`config.mk`:
```
export PLATFORM = sky130hd
export DESIGN_NAME = sopc_uart_tx
export DESIGN_NICKNAME = d
export VERILOG_FILES = /design/src/rtl/sopc_uart_tx.sv
export SDC_FILE = /design/constraint.sdc
export NUM_CORES = 1
export LEC_CHECK = 0
export BUFFER_PORTS_ARGS = -buffer_cell sky130_fd_sc_hd__buf_2
export CAP_MARGIN = 15
export CORE_ASPECT_RATIO = 0.5
export CORE_MARGIN = 2
export CORE_UTILIZATION = 38
export CTS_CLUSTER_SIZE = 30
export DETAILED_ROUTE_END_ITERATION = 6
export PLACE_DENSITY = 0.64
export SYNTH_ARGS = -nofsm -noshare
export SYNTH_HDL_FRONTEND = slang
export SYNTH_SLANG_ARGS = --single-unit
```
`constraint.sdc`:
```
create_clock -name clk -period 3.8 [get_ports clk]
set_input_delay 0.76 -clock clk [delete_from_list [all_inputs] [get_ports clk]]
set_output_delay 0.76 -clock clk [all_outputs]
set_load 0.005 [all_outputs]
```
`src/rtl/sopc_uart_tx.sv`:
```
// Memory-mapped 8N1 UART transmitter with a small TX FIFO.
// Register map (addr[3:2]): 0 TXDATA, 1 STATUS, 2 CTRL, 3 reserved.
module sopc_uart_tx #(
    parameter int unsigned CLK_DIV    = 16,
    parameter int unsigned FIFO_DEPTH = 8,
    parameter logic [31:0] BASE_ADDR  = 32'h1000_0000
) (
    input  logic        clk,
    input  logic        rst,
    input  logic        ce,
    input  logic        we,
    input  logic [31:0] addr,
    input  logic [3:0]  sel,
    input  logic [31:0] data_i,
    output logic [31:0] data_o,
    output logic        txd,
    output logic        irq
);
    localparam int AW = $clog2(FIFO_DEPTH);
    localparam int BW = $clog2(CLK_DIV);
    localparam logic [BW-1:0] BAUD_MAX = BW'(CLK_DIV - 1);

    typedef enum logic [1:0] {IDLE, START, DATA, STOP} state_t;

    state_t          state, state_n;
    logic [BW-1:0]   baud, baud_n;
    logic [2:0]      bitcnt, bitcnt_n;
    logic [7:0]      shift, shift_n;
    logic            txd_n;
    logic            pop;

    logic [7:0]      mem [FIFO_DEPTH];
    logic [AW-1:0]   wptr, rptr;
    logic [AW:0]     count;
    logic            full, empty, busy;
    logic            ovf, tx_en, irq_en;

    // Bus decode; only byte lane 0 carries write data
    logic       hit, wr, rd_hit;
    logic [1:0] rsel;
    logic       push, ovf_set;
    assign hit     = ce && (addr[31:4] == BASE_ADDR[31:4]);
    assign rsel    = addr[3:2];
    assign wr      = hit && we && sel[0];
    assign rd_hit  = hit && !we;

    assign full    = (count == (AW+1)'(FIFO_DEPTH));
    assign empty   = (count == '0);
    assign busy    = (state != IDLE) || !empty;
    // Push is judged against the pre-pop occupancy: a full FIFO refuses even while draining
    assign push    = wr && (rsel == 2'd0) && !full;
    assign ovf_set = wr && (rsel == 2'd0) && full;
    assign irq     = irq_en && empty && (state == IDLE);

    logic unused;
    assign unused = &{1'b0, addr[1:0], sel[3:1], data_i[31:8], data_i[2]};

    // FIFO storage; contents need no reset since the pointers define validity
    always_ff @(posedge clk) begin
        if (push) mem[wptr] <= data_i[7:0];
    end

    // FIFO pointers and occupancy
    always_ff @(posedge clk or negedge rst) begin
        if (!rst) begin
            wptr  <= '0;
            rptr  <= '0;
            count <= '0;
        end else begin
            if (push) wptr <= wptr + AW'(1);
            if (pop)  rptr <= rptr + AW'(1);
            case ({push, pop})
                2'b10:   count <= count + (AW+1)'(1);
                2'b01:   count <= count - (AW+1)'(1);
                default: ;
            endcase
        end
    end

    // Control/status registers; a same-cycle overflow beats a software clear
    always_ff @(posedge clk or negedge rst) begin
        if (!rst) begin
            ovf    <= 1'b0;
            tx_en  <= 1'b1;
            irq_en <= 1'b0;
        end else begin
            if (ovf_set)                             ovf <= 1'b1;
            else if (wr && rsel == 2'd1 && data_i[3]) ovf <= 1'b0;
            if (wr && rsel == 2'd2) begin
                tx_en  <= data_i[0];
                irq_en <= data_i[1];
            end
        end
    end

    // Zero-latency register read-back
    always_comb begin
        data_o = '0;
        if (rd_hit) begin
            case (rsel)
                2'd1:    data_o = {28'd0, ovf, busy, empty, full};
                2'd2:    data_o = {30'd0, irq_en, tx_en};
                default: data_o = '0;
            endcase
        end
    end

    // TX FSM state and datapath registers; txd is registered from its next value
    always_ff @(posedge clk or negedge rst) begin
        if (!rst) begin
            state  <= IDLE;
            baud   <= '0;
            bitcnt <= '0;
            shift  <= '0;
            txd    <= 1'b1;
        end else begin
            state  <= state_n;
            baud   <= baud_n;
            bitcnt <= bitcnt_n;
            shift  <= shift_n;
            txd    <= txd_n;
        end
    end

    // TX FSM next-state: each bit lasts CLK_DIV cycles, frames chain without an idle gap
    always_comb begin
        state_n  = state;
        baud_n   = baud;
        bitcnt_n = bitcnt;
        shift_n  = shift;
        txd_n    = txd;
        pop      = 1'b0;
        case (state)
            IDLE: begin
                txd_n = 1'b1;
                if (tx_en && !empty) begin
                    pop     = 1'b1;
                    shift_n = mem[rptr];
                    state_n = START;
                    baud_n  = BAUD_MAX;
                    txd_n   = 1'b0;
                end
            end
            START: begin
                if (baud == '0) begin
                    state_n  = DATA;
                    baud_n   = BAUD_MAX;
                    bitcnt_n = '0;
                    txd_n    = shift[0];
                end else begin
                    baud_n = baud - BW'(1);
                end
            end
            DATA: begin
                if (baud == '0) begin
                    baud_n = BAUD_MAX;
                    if (bitcnt == 3'd7) begin
                        state_n = STOP;
                        txd_n   = 1'b1;
                    end else begin
                        bitcnt_n = bitcnt + 3'd1;
                        shift_n  = {1'b0, shift[7:1]};
                        txd_n    = shift[1];
                    end
                end else begin
                    baud_n = baud - BW'(1);
                end
            end
            STOP: begin
                if (baud == '0) begin
                    if (tx_en && !empty) begin
                        pop     = 1'b1;
                        shift_n = mem[rptr];
                        state_n = START;
                        baud_n  = BAUD_MAX;
                        txd_n   = 1'b0;
                    end else begin
                        state_n = IDLE;
                        txd_n   = 1'b1;
                    end
                end else begin
                    baud_n = baud - BW'(1);
                end
            end
            default: state_n = IDLE;
        endcase
    end
endmodule

```
==> results.cfg <==
[clock_tree]
cts_buffer_depth = 2
cts_tree = done
cts_max_level = 3
post_cts_resized = 0
clk_latency_ns = 0.34
root_buffer = clkbuf_16
hold_buffers = 0
post_cts_buffers = 0
clock-sinks = 95
cts_buffers = 9
clk_pin_slew_ns = 0.06

[pwr]
finalPower_mw = 2.14
leakage_nw = 2.17
peakVddDrop_mv = 0.196
power_density_nw_per_um2 = 399

[global_route]
antenna_found_initial = 0
overflow = 0
grt_start_max_net_pins = 32
grt_pass1_wl_um = 13400
track_usage_pct = 13.6
grt_pass1_vias = 2501

[setup_path]
worst_ep_arrival_time_ns = 3.24
cp_cell_sequence = buf_2, nor4b_1, nand4_1, nor4_1, inv_1, ha_1, xor2_1, ha_1, a21oi_1, xor2_1, nor2_1, xor2_1
crit_path_end_kind = register
crit_required_ns = 4.02
crit_path_max_fanout = 6
path_common_cell = xor2_1
critPathKind = in2reg
worst_path_largest_cell_delay_ns = 0.54
cp_slowest_cell = nor4_1
cp-start-kind = input port

[detailed_routing]
wirelength_um = 8510
dr.pass1.iters = 4
drt_iter0_markers = 186
route.detailed.drc = 0
vias = 2660
ant_nets = 0
via_per_inst = 4.90
wire_per_inst_um = 15.7

[floorplan]
dieArea_um2 = 13400
io_pins = 106
start_util_pct = 39.5
row_count = 28
core_area_um2 = 11900
die_h_um = 82.8
die_w_um = 162

[finish]
utilization_pct = 44.8
area_growth_pct = 13.4
stdcell_count = 543
most-common-layout-cells = edfxtp_1, buf_2, dfrtp_1
antenna_cells = 0
mostFrequentLayoutCell = edfxtp_1
drive_above_1_share_pct = 31.0
final_cell_area_um2 = 5350
fin_nets = 461

[place]
place_area_um2 = 5020
finalWeightedCongestion = 0.733
dp_slack_ns = 0.447
place_inst = 527
place_hpwl_um = 5650
port_buffers = 48

[logic_synthesis]
synth-edff-count = 64
synth_cell_types = 62
synthesis.instances = 323
ys_ff_latch = 95
synthArstFlopShare_pct = 32.6
synth_ff_type = edfxtp_1
syn_avg_cell_area_um2 = 14.6
yosysSeqAreaShare_pct = 57.3
netlist_area_um2 = 4710
yosysWarnings = 0

[run]
cap_violations = 0

[outcome]
status = finished, final reports clean

[timing]
period_share_pct = 79.6
clock-skew-final_ns = 0.00519
maxSlewViolCount = 0
fin_crit_ns = 3.03
rsz0062_at_grt = no
hold_ws_ns = 0.464
fmax_mhz = 331
setup_viol = 0
finalWorstSetupSlack_ns = 0.774
setup_tns_ns = 0
slew-limit-headroom_pct = 49.8
tightest_slew_ns = 0.753
finalHoldViolations = 0

[worst_hold_path]
min_path_type = in2async
## cell usage after synthesis (3+ instances only)
cell type	number	area, µm²
mux4_1	5	131
o21ai_0	7	35.0
edfxtp_1	64	1920
mux4_2	11	248
xnor2_1	3	26.3
nand4_1	5	31.3
nor2_1	7	26.3
and4b_1	3	30.0
a21oi_1	8	40.0
mux2_2	28	315
and3_1	6	37.5
clkbuf_1	8	30.0
nor4_1	9	56.3
nand2_1	12	45.0
xor2_1	6	52.6
o22ai_1	3	18.8
dfrtp_1	29	726
inv_1	10	37.5
ha_1	16	200
buf_4	28	210
## worst max-delay path: cells and delay by family
| family | cells | cell delay, ns |
|---|---|---|
| AND/OR/NAND/NOR | 4 | 1.18 |
| XOR/XNOR | 3 | 0.47 |
| adder cells (fa/ha/maj) | 2 | 0.46 |
| buffers and inverters | 2 | 0.22 |
| AO/OA/AOI/OAI | 1 | 0.14 |
## power breakdown
group / leakage (nW) / internal (mW) / switching [mW]
logic: 1.00 / 0.0189 / 0.0322
registers: 1.00 / 1.11 / 0.000000000696
clock network: 0.160 / 0.585 / 0.394
## registers in the layout, summed over array words and instances (netlist names)
| signal | cells |
|---|---|
| count | 4 |
| irq_en | 1 |
| bitcnt | 3 |
| baud | 4 |
| wptr | 3 |
| state | 2 |
| rptr | 3 |
| txd | 1 |
| mem | 64 |
| shift | 8 |
| tx_en | 1 |
| ovf | 1 |
## layer usage
layer  share of wire, %  vias to the layer above  wire (µm)  GRT usage [%]
li1                   -                     1291          -              -
met3                4.0                        5        338           4.65
met2                 46                       55       3930           22.0
met1                 49                     1309       4180           17.9
met4               0.67                        0         57           2.95
met5                  0                        -          0              0
## worst paths after layout
kind	start	endpoint	slack [ns]	cells past startpoint
min in group clk	ovf$_DFFE_PN0P_	ovf$_DFFE_PN0P_	0.48	2
min	rst	count[2]$_DFFE_PN0P_	0.46	1
max reg2reg	state[0]$_DFFE_PN0P_	count[2]$_DFFE_PN0P_	1.07	12
max	addr[20]	count[2]$_DFFE_PN0P_	0.77	12
min reg2reg	ovf$_DFFE_PN0P_	ovf$_DFFE_PN0P_	0.48	2
max in group asynchronous	rst	wptr[0]$_DFFE_PN0P_	2.88	1
## kinds of logic (layout without fill, tap and decap cells)
kind of cell	after synthesis	after routing	share of synthesized area [%]
AOI/OAI and AO/OA	40	40	6.21
xor gates and xnor gates	9	9	1.67
other	1	28	0.0795
muxes	45	45	14.9
adders and majority gates	16	16	4.25
and+or+nand+nor	66	66	8.73
DFF	95	95	57.3
buffers and inverters	51	79	6.85
## area by class of cell
class,count,area [µm²]
multi-input cells,204,1800
clock buffers,9,225
inverters,10,37.5
repair buffers,53,278
fillers,1073,6600
flip-flops and latches,95,2700
clock inverters,7,101
well taps,165,206
Note: power is estimated with default switching activity, not from simulation.
